### src/rtl/rf_wb_arbiter.sv
// Register-file write-port arbiter: merges the non-stalling pipeline writeback (A)
// with a FIFO-buffered long-latency producer (B), and flags reads of queued B targets.
module rf_wb_arbiter #(
    parameter int DEPTH = 4,
    parameter int AW    = 2
) (
    input  logic          clk,
    input  logic          rst_n,
    input  logic          a_valid,
    input  logic [4:0]    a_wR,
    input  logic [31:0]   a_wD,
    input  logic          b_valid,
    output logic          b_ready,
    input  logic [4:0]    b_wR,
    input  logic [31:0]   b_wD,
    input  logic [4:0]    q_rR1,
    input  logic [4:0]    q_rR2,
    output logic          b_hazard,
    output logic          rf_we,
    output logic [4:0]    wR,
    output logic [31:0]   wD,
    output logic [AW:0]   fifo_cnt
);

    localparam logic [AW:0] C_FULL  = (AW+1)'(DEPTH);
    localparam logic [AW:0] C_EMPTY = {(AW+1){1'b0}};

    logic [4:0]    r_mem_wr [DEPTH];
    logic [31:0]   r_mem_wd [DEPTH];
    logic [AW-1:0] r_wr_ptr;
    logic [AW-1:0] r_rd_ptr;
    logic [AW:0]   r_cnt;
    logic          r_rf_we;
    logic [4:0]    r_wr;
    logic [31:0]   r_wd;

    logic          w_full;
    logic          w_empty;
    logic          w_enq;
    logic          w_deq;
    logic [4:0]    w_head_wr;
    logic [31:0]   w_head_wd;
    logic          w_hazard;
    logic [AW-1:0] w_idx;

    // Full/empty are derived from the occupancy count alone; pointers wrap freely.
    assign w_full    = (r_cnt == C_FULL);
    assign w_empty   = (r_cnt == C_EMPTY);
    assign w_enq     = b_valid & ~w_full;
    assign w_deq     = ~a_valid & ~w_empty;
    assign w_head_wr = r_mem_wr[r_rd_ptr];
    assign w_head_wd = r_mem_wd[r_rd_ptr];

    assign b_ready   = ~w_full;
    assign b_hazard  = w_hazard;
    assign rf_we     = r_rf_we;
    assign wR        = r_wr;
    assign wD        = r_wd;
    assign fifo_cnt  = r_cnt;

    // Hazard scan over the occupied window starting at the read pointer.
    always_comb begin
        w_hazard = 1'b0;
        w_idx    = r_rd_ptr;
        for (int k = 0; k < DEPTH; k++) begin
            w_idx    = r_rd_ptr + AW'(k);
            w_hazard = w_hazard |
                       (((AW+1)'(k) < r_cnt) && (r_mem_wr[w_idx] != 5'd0) &&
                        ((r_mem_wr[w_idx] == q_rR1) || (r_mem_wr[w_idx] == q_rR2)));
        end
    end

    // FIFO storage; contents need no reset because occupancy gates every use.
    always_ff @(posedge clk) begin
        if (w_enq) begin
            r_mem_wr[r_wr_ptr] <= b_wR;
            r_mem_wd[r_wr_ptr] <= b_wD;
        end
    end

    // Pointers and occupancy.
    always_ff @(posedge clk or negedge rst_n) begin
        if (!rst_n) begin
            r_wr_ptr <= {AW{1'b0}};
            r_rd_ptr <= {AW{1'b0}};
            r_cnt    <= C_EMPTY;
        end else begin
            if (w_enq) begin
                r_wr_ptr <= r_wr_ptr + {{(AW-1){1'b0}}, 1'b1};
            end
            if (w_deq) begin
                r_rd_ptr <= r_rd_ptr + {{(AW-1){1'b0}}, 1'b1};
            end
            case ({w_enq, w_deq})
                2'b10:   r_cnt <= r_cnt + {{AW{1'b0}}, 1'b1};
                2'b01:   r_cnt <= r_cnt - {{AW{1'b0}}, 1'b1};
                default: r_cnt <= r_cnt;
            endcase
        end
    end

    // Write-port register: A has strict priority, register 0 writes are suppressed.
    always_ff @(posedge clk or negedge rst_n) begin
        if (!rst_n) begin
            r_rf_we <= 1'b0;
            r_wr    <= 5'd0;
            r_wd    <= 32'd0;
        end else if (a_valid) begin
            r_rf_we <= (a_wR != 5'd0);
            r_wr    <= a_wR;
            r_wd    <= a_wD;
        end else if (w_deq) begin
            r_rf_we <= (w_head_wr != 5'd0);
            r_wr    <= w_head_wr;
            r_wd    <= w_head_wd;
        end else begin
            r_rf_we <= 1'b0;
        end
    end

endmodule

### config.mk
export PLATFORM = sky130hd
export DESIGN_NAME = rf_wb_arbiter
export DESIGN_NICKNAME = d
export VERILOG_FILES = /design/src/rtl/rf_wb_arbiter.sv
export SDC_FILE = /design/constraint.sdc
export NUM_CORES = 1
export LEC_CHECK = 0
export BUFFER_PORTS_ARGS = -buffer_cell sky130_fd_sc_hd__buf_2
export CAP_MARGIN = 30
export CORE_MARGIN = 2
export CORE_UTILIZATION = 35
export CTS_BUF_LIST = sky130_fd_sc_hd__clkbuf_16
export DETAILED_ROUTE_END_ITERATION = 6
export GPL_TIMING_DRIVEN = 1
export PLACE_DENSITY_LB_ADDON = 0.08
export SLEW_MARGIN = 10
export SYNTH_ARGS = -nofsm -noshare
export SYNTH_HDL_FRONTEND = slang
export SYNTH_SLANG_ARGS = --single-unit
### constraint.sdc
create_clock -name clk -period 3.1 [get_ports clk]
set_clock_uncertainty 0.2 [all_clocks]
set_input_delay 0 -clock clk [delete_from_list [all_inputs] [get_ports clk]]
set_output_delay 0 -clock clk [all_outputs]
set_load 0.03 [all_outputs]
==> reports/summary.txt, run 1 <==
Status = completed
Post-Syn Area per Cell = 15.67 um^2
Top FF cell, synth = edfxtp_1
Achievable Freq = 347.3 MHz
CTS root buf = clkbuf_16
GRT Total Usage = 16.36%
Num ports = 131
Count of final setup violators = 0
Synth area leaders = edfxtp_1, dfrtp_1, mux4_2
Initial antenna violation count = 0
Vias/cell = 4.888
Slew of the pin with the lowest slew margin = 0.7047 ns
Post-synthesis register bit count = 193
Die area = 25800 um^2
Die span in y = 160.6 um
WP buf/inv = 2
H-tree depth = 4
Leak = 0.004385 uW
Critical path fanouts, max = 15
Top cell type's share of synthesized area = 51.77%
Synth Instances = 548
Mapped Nets = 645
Core ar. = 24180 um^2
Router iterations before antenna repair = 5
CP arrival = 2.68 ns
Crit start category = flop
Clk sinks = 193
WL/cell = 18.32 um
Largest net degree at the start of global routing = 76
CP required = 2.90 ns
Setup crit end kind = output pin
Vias in the first global route = 5725
Post-synth EDFFs = 148
DIE WIDTH = 160.6 um
Fin nets = 863
Most frequent cell after synthesis = edfxtp_1
Family with the most delay on the worst path = simple AND/OR/NAND/NOR gates
Initial cell density of the core = 35.51%
Iter 0 DRT Violations = 244
Layout cells sized above 1 = 29.78%
Critical path class = flop to output pin
# rows = 57
Period utilisation layout = 92.87%
Dpl hpwl = 13.52 mm
Worst-skew pair later-pin latency = 0.42 ns
Time the worst path needs with I/O delays and setup = 2.879 ns
Crit-path cells = buf_6, or4_4, o22ai_1, a31oi_1, and4_4, a22oi_2, nand4_1, buf_2
Area Overhead vs Synth = 28.99%
Worst relative slew slack = 53.02%
Diodes inserted = 0
Max clock buf depth = 2
Unrepaired setup endpoints after global routing = no
Hold Crit Class = input port to flop
Synth area leader = edfxtp_1
Clock slew at reported path FFs = 0.07 ns
Peak VDD IR = 0.0003718 V
Wirelength, routed = 20.20 mm
Max incr delay on CP = 0.55 ns
Total congestion overflow = 0
Routability cong. = 0.7938
I/O Buffers = 130
ANT nets after route = 0
Async set-reset flop share out of synthesis = 23.32%
CTS tree = yes
Power per cell area = 877.6 nW/um^2
Sequential element share of the synthesized area = 64.89%
Via Count = 5391
Total power draw = 9718 uW
Setup_tns = 0 ns
Global-route wire length before repair = 32.04 mm
Slew Viols, Final = 0
Final hold violation count = 0
Yosys warns = 0
CTS buffer count = 17
DRC violations left = 0
CP max stage cell = or4_4
Synthesized area = 8584 um^2
Max-cap violation count = 0
Yosys cell types = 46
Most frequent cells after synthesis = edfxtp_1, mux2i_1, nand2_1, dfrtp_1, o21ai_0
[kinds of logic (layout without fill, tap and decap cells)]
group,count (synthesis),after routing,share of synthesized area (%)
DFF,193,193,64.89
and+or+nand+nor,98,98,5.743
muxes,97,97,16.28
AOI/OAI and AO/OA,63,63,4.314
xor gates and xnor gates,51,51,5.203
buffers and inverters,37,268,2.259
adders and majority gates,9,9,1.312
[placed cells by master, fill, tap and decap left out, types with 4 or more instances in the layout]
master / netlist / routed
clkbuf_16: 0 / 17
nand2_1: 50 / 50
buf_2: 13 / 130
inv_6: 0 / 5
dfrtp_1: 45 / 43
buf_12: 1 / 5
mux2i_1: 59 / 57
ha_1: 9 / 9
mux4_2: 32 / 32
or4_1: 6 / 6
inv_1: 6 / 7
nand3_1: 7 / 7
edfxtp_1: 148 / 148
nor2_1: 7 / 7
buf_4: 0 / 15
o22ai_1: 5 / 5
o21ai_0: 40 / 40
xnor2_1: 21 / 21
and3_2: 0 / 4
nand4_1: 4 / 4
inv_8: 0 / 4
dlygate4sd3_1: 0 / 79
mux2i_2: 3 / 5
xor2_1: 30 / 30
[sequential cells by signal (all words and copies together), names as in the netlist]
register / cells
r_mem_wd: 128
r_rd_ptr: 2
wR: 5
r_mem_wr: 20
fifo_cnt: 3
rf_we: 1
wD: 32
r_wr_ptr: 2
[stage by stage]
step                setup WS, ns  utilization (%)  instances  area (um^2)  hold WS, ns
floorplan                 0.2632                -        548         8584      -0.4956
global placement          0.5446            39.82        985         9627      -0.1298
detailed placement        0.5302            39.82        985         9627      -0.1138
CTS                      0.04414            45.52       1097        11000      0.09326
global route             0.09210            45.80       1103        11070       0.1150
finish                    0.2209            45.80       1103        11070       0.1195
[path summary, 6_finish.rpt]
check / from / to / slack, ns / cells after the start
worst max-delay path: r_rd_ptr[1] / b_hazard / 0.22 / 8
worst min-delay path: b_wD[0] / r_mem_wd[1][0] / 0.12 / 2
worst max register to register: r_rd_ptr[1] / rf_we / 0.42 / 8
worst min register to register: wD[23] / wD[23] / 0.36 / 2
max in group asynchronous: rst_n / wR[3] / 1.84 / 4
min in group asynchronous: rst_n / fifo_cnt[0] / 0.50 / 4
[layout make-up]
class	count	area, um^2
clock buffers	17	425.4
clock inverters	15	141.4
fillers	2177	13100
inverters	6	22.52
multi-input cells	318	2835
flip-flops and latches	193	5578
well taps	324	405.4
repair buffers	230	1665
[routing by layer]
metal | track usage [%] | vias to the layer above | wire [um]
met5 | 0 | - | 0
met4 | 4.013 | 0 | 187
met3 | 3.409 | 14 | 849
met2 | 28.23 | 146 | 10210
met1 | 21.20 | 2692 | 8958
li1 | - | 2539 | -
[report_power, final]
part	total [uW]	internal [uW]	switching (uW)	leakage [uW]
registers	3800	3450	344	0.00189
logic	3830	1650	2180	0.00221
clock network	2090	1070	1020	0.000283
[repair_timing]
item,in CTS,in global routing
hold buffers,80,0
endpoints found under the setup margin,0,1
gates resized for setup,0,2
buffers inserted,0,6
endpoints found under the hold margin,221,0
Power figures use the tool's default switching activity.
==> inputs of run 2 (changes only) <==
CORE_UTILIZATION = 45   (was 35)
==> reports/summary.txt, run 2 (synthesized netlist as in run 1, its figures left out) <==
Status = finished with violations
Failing checks = hold timing
Max incr delay on CP = 0.59 ns (+0.04 ns)
CTS tree = yes
CP arrival = 2.76 ns (+0.08 ns)
H-tree depth = 4 (unchanged)
Clk sinks = 193 (unchanged)
Crit start category = flop
CTS root buf = clkbuf_16
Multi-input logic area = 2828 um^2 (-0.26%)
FF-to-FF setup slack = 0.73 ns (+0.31 ns)
CP max stage cell = dfrtp_4
Clock slew at reported path FFs = 0.07 ns (about the same)
CTS buffer count = 17 (unchanged)
GRT Total Usage = 19.81% (+3.5 points)
I/O Buffers = 130 (unchanged)
Dpl hpwl = 12.65 mm (-6.5%)
Worst relative slew slack = 49.32% (-3.7 points)
Peak VDD IR = 0.0005102 V (+37%)
Critical path fanouts, max = 15 (unchanged)
Area Overhead vs Synth = 27.43%
Vias/cell = 5.310 (+8.6%)
DRC violations left = 0 (unchanged)
Total power draw = 9786 uW (+0.69%)
Iter 0 DRT Violations = 377 (+55%)
Utilization after layout = 58.48% (+13 points)
Time the worst path needs with I/O delays and setup = 2.964 ns (+0.08451 ns)
Die area = 20200 um^2 (-22%)
Setup crit end kind = output pin
Fill cells = 1503 (-31%)
Total congestion overflow = 0 (unchanged)
Largest net degree at the start of global routing = 76 (unchanged)
Worst hold margin = -0.02626 ns (-0.1458 ns)
Critical path class = flop to output pin
Period utilisation layout = 95.60% (+2.7 points)
Fin nets = 857 (-0.70%)
WL/cell = 19.23 um (+5.0%)
Power per cell area = 894.6 nW/um^2 (+1.9%)
Max-cap violation count = 0 (unchanged)
Via Count = 5347 (-0.82%)
Crit-path cells = buf_6, or4_4, o22ai_1, a31oi_1, and4_4, a22oi_2, nand4_1, buf_2
Slew Viols, Final = 0 (unchanged)
Worst setup startpoint = r_rd_ptr[1]
Cell area after placement = 9514 um^2 (-1.2%)
DIE WIDTH = 142.1 um (-12%)
ANT nets after route = 0 (unchanged)
Die span in y = 142.1 um (-12%)
Initial antenna violation count = 0 (unchanged)
Wirelength, routed = 19.37 mm (-4.1%)
Vias in the first global route = 5616 (-1.9%)
Count of final setup violators = 0 (unchanged)
Core ar. = 18710 um^2 (-23%)
Final hold violation count = 30 (+30)
Reg2Reg Capture Point = r_mem_wd[0][17]
WP buf/inv = 2 (unchanged)
Achievable Freq = 337.4 MHz (-2.9%)
Leak = 0.004370 uW (-0.34%)
Router iterations before antenna repair = 4 (-1)
Critical R2R Launch = fifo_cnt[0]
Design Area, Final = 10940 um^2 (-1.2%)
Layout cells sized above 1 = 29.37% (-0.42 points)
Worst-skew pair later-pin latency = 0.43 ns (about the same)
# rows = 50 (-12%)
Commonest cells after routing, fill and taps aside = edfxtp_1, buf_2, dlygate4sd3_1
Register Area = 5578 um^2 (unchanged)
Num ports = 131 (unchanged)
Max clock buf depth = 2 (unchanged)
Hold Crit Class = input port to async pin
Most common cell after layout, fill and taps aside = edfxtp_1
Initial cell density of the core = 45.89% (+10 points)
Final WS setup = 0.1364 ns (-0.08451 ns)
Diodes inserted = 0 (unchanged)
Pre-CTS WS = 0.4253 ns (-0.1049 ns)
Routability cong. = 0.8634 (+8.8%)
Max FFs per register = 128 (unchanged)
CP required = 2.90 ns (about the same)
R2R depth = 5 (-3)
Global-route wire length before repair = 29.99 mm (-6.4%)
Slew of the pin with the lowest slew margin = 0.7602 ns (+0.05552 ns)
Largest reg by FF count = r_mem_wd
Family with the most delay on the worst path = simple AND/OR/NAND/NOR gates
-- run 2: worst max-delay path by stage --
| stage | end | slack, ns | cells past startpoint |
|---|---|---|---|
| after floorplan | r_mem_wd[0][0] | 0.26 | 4 |
| final | b_hazard | 0.14 | 8 |
| after global routing | b_hazard | -0.006 | 8 |
| after CTS | b_hazard | 0.1 | 7 |
| after detailed placement | b_hazard | 0.43 | 7 |
| after global placement | b_hazard | 0.42 | 7 |
-- run 2: report_power, final --
group	switching, uW	leakage, uW	internal (uW)	total [uW]
logic	2090	0.00219	1620	3710
registers	410	0.00189	3460	3870
clock network	936	0.000291	1280	2210
-- run 2: layer usage --
layer | wire length, um | GRT usage, % | share of wire, %
met3 | 664 | 3.836 | 3.4
met4 | 280 | 5.474 | 1.4
met1 | 8773 | 26.22 | 45
met2 | 9650 | 33.69 | 50
met5 | 0 | 0 | 0
-- run 2: metrics by stage --
stage                     cells  hold slack [ns]    TNS, ns
final                      1007         -0.02626          0
after global routing       1007          0.03554  -0.005679
after CTS                  1001         0.001157          0
after detailed placement    892         -0.08026          0
after global placement      892          -0.1058          0
after floorplan             548          -0.4956          0
-- run 2: cell type report --
type                    instances  share of cell area, %
multi-input cells             318                  25.85
repair buffers                224                  14.77
flip-flops and latches        193                  50.99
clock inverters                15                  1.624
clock buffers                  17                  3.889
well taps                     234                  2.676
inverters                       6                 0.2059
-- run 2: timing repair --
action                                 CTS  global route
setup endpoints to repair                1             1
endpoints found under the hold margin  220             0
hold buffers                            77             0
setup buffers                            0             6
resized for setup                        1             0
==> inputs of run 3 (changes only) <==
HOLD_SLACK_MARGIN = 0.1   (was default)
MAX_ROUTING_LAYER = met4   (was default)
==> reports/summary.txt, run 3 (synthesized netlist as in run 1, its figures left out) <==
Crit start category = flop
WL/cell = 19.45 um (+1.1%)
Diodes inserted = 0 (unchanged)
Initial antenna violation count = 0 (unchanged)
Via Count = 5583 (+4.4%)
Max-cap violation count = 0 (unchanged)
Achievable Freq = 346.8 MHz (+2.8%)
Total congestion overflow = 0 (unchanged)
Routability cong. = 0.8791 (+1.8%)
Sw frac = 35.41% (+0.34 points)
Power per cell area = 866.3 nW/um^2 (-3.2%)
Sequential Power Share = 38.5% (-1.0 points)
Die area = 20200 um^2 (unchanged)
CP required = 2.90 ns (about the same)
Area Overhead vs Synth = 33.79%
R2R depth = 7 (+2)
Max clock buf depth = 2 (unchanged)
Fill cells = 1455 (-3.2%)
Slew Viols, Final = 0 (unchanged)
Crit path capture = b_hazard
Design internal power = 6426 uW (+1.2%)
DIE WIDTH = 142.1 um (unchanged)
Vias/cell = 5.262 (-0.90%)
CP arrival = 2.68 ns (-0.08 ns)
Most common cell after layout, fill and taps aside = edfxtp_1
Vias in the first global route = 6023 (+7.2%)
Critical path fanouts, max = 15 (unchanged)
Global-route wire length before repair = 32.43 mm (+8.1%)
Wirelength, routed = 20.64 mm (+6.6%)
CTS root buf = clkbuf_16
ANT nets after route = 0 (unchanged)
Dpl hpwl = 13.03 mm (+3.0%)
Leak = 0.004564 uW (+4.4%)
H-tree depth = 4 (unchanged)
Worst relative slew slack = 52.32% (+3.0 points)
Max FFs per register = 128 (unchanged)
Core ar. = 18710 um^2 (unchanged)
CTS tree = yes
Count of final setup violators = 0 (unchanged)
Unrepaired setup endpoints after global routing = no
FF-to-FF setup slack = 0.26 ns (-0.47 ns)
# rows = 50 (unchanged)
Status = completed
Die span in y = 142.1 um (unchanged)
Worst setup startpoint = r_rd_ptr[1]
Iter 0 DRT Violations = 250 (-34%)
Period utilisation layout = 93.02% (-2.6 points)
Router iterations before antenna repair = 4 (unchanged)
Time the worst path needs with I/O delays and setup = 2.884 ns (-0.07981 ns)
Psw = 3523 uW (+2.6%)
Critical R2R Launch = fifo_cnt[0]
Worst hold margin = 0.1159 ns (+0.1422 ns)
GRT Total Usage = 22.02% (+2.2 points)
Peak VDD IR = 0.0004766 V (-6.6%)
Worst-skew pair later-pin latency = 0.43 ns (about the same)
Layout cells sized above 1 = 27.93% (-1.4 points)
Hold path depth = 2
Final hold violation count = 0 (-100%)
Reg2Reg Capture Point = wD[29]
Commonest cells after routing, fill and taps aside = edfxtp_1, buf_2, dlygate4sd3_1
Hold Crit Class = input port to flop
DRC violations left = 0 (unchanged)
Num ports = 131 (unchanged)
Clock slew at reported path FFs = 0.07 ns (about the same)
Initial cell density of the core = 45.89% (unchanged)
Clk sinks = 193 (unchanged)
Largest net degree at the start of global routing = 76 (unchanged)
Largest reg by FF count = r_mem_wd
CTS buffer count = 17 (unchanged)
Slew of the pin with the lowest slew margin = 0.7152 ns (-0.04499 ns)
Critical path class = flop to output pin
Setup crit end kind = output pin
I/O Buffers = 130 (unchanged)
Clock power share = 21.8% (-0.8 points)
Fin nets = 911 (+6.3%)
Setup_tns = 0 ns (unchanged)
Combinational share of power = 39.7% (+1.8 points)
-- run 3: worst max-delay path, cell delays in order (launching register included) --
cell and delay [ns]:
dfrtp_4 0.50, buf_6 0.17, or4_4 0.54, o22ai_1 0.26
a31oi_1 0.15, and4_4 0.18, a22oi_2 0.15, nand4_1 0.10
buf_2 0.19
-- run 3: layout make-up --
| cell class | instances | area (um^2) | share of cell area (%) |
|---|---|---|---|
| tap | 234 | 292.8 | 2.549 |
| timing repair buffer | 278 | 2173 | 18.92 |
| inverter | 6 | 22.52 | 0.1961 |
| clock inverter | 15 | 161.4 | 1.405 |
| sequential | 193 | 5578 | 48.57 |
| multi-input combinational | 318 | 2831 | 24.65 |
| clock buffer | 17 | 425.4 | 3.704 |
-- run 3: worst min path at each step --
stage / from / end
3_5_place_dp: rst_n / wR[4]
5_1_grt: b_wD[22] / r_mem_wd[2][22]
2_1_floorplan: rst_n / fifo_cnt[0]
4_1_cts: b_wD[18] / r_mem_wd[1][18]
3_3_place_gp: rst_n / wR[4]
6_report: b_wD[24] / r_mem_wd[2][24]
-- run 3: metrics by stage --
step                      util (%)  cells  total power, uW  cell area, um^2  worst slack [ns]
after floorplan                  -    548             6494             8584            0.2632
after global placement       51.06    897             7518             9552            0.3905
after detailed placement     51.06    897             7568             9552            0.3716
after CTS                    61.17   1058             9952            11440           0.04727
after global routing         61.40   1061            10510            11480           0.08968
final                        61.40   1061             9950            11480            0.2162
-- run 3: what timing repair did --
item	in CTS	in global routing
endpoints found under the hold margin	303	0
setup endpoints to repair	1	1
hold buffers	129	0
gates resized for setup	1	1
setup buffers	0	3
-- run 3: per-layer routing --
layer / global-route usage (%) / vias to the layer above / share of wire, %
li1: - / 2628 / -
met1: 28.17 / 2784 / 44
met2: 36.03 / 151 / 51
met3: 4.240 / 20 / 4.3
met4: 6.684 / 0 / 1.3
met5: - / - / 0
-- run 3: power by group through the flow --
stage	clock network (uW)	logic [uW]	registers (uW)
final	2170	3950	3830
after global routing	2320	4270	3910
after CTS	2210	3830	3910
after detailed placement	0	3610	3950
after global placement	0	3590	3930
after floorplan	0	2370	4120
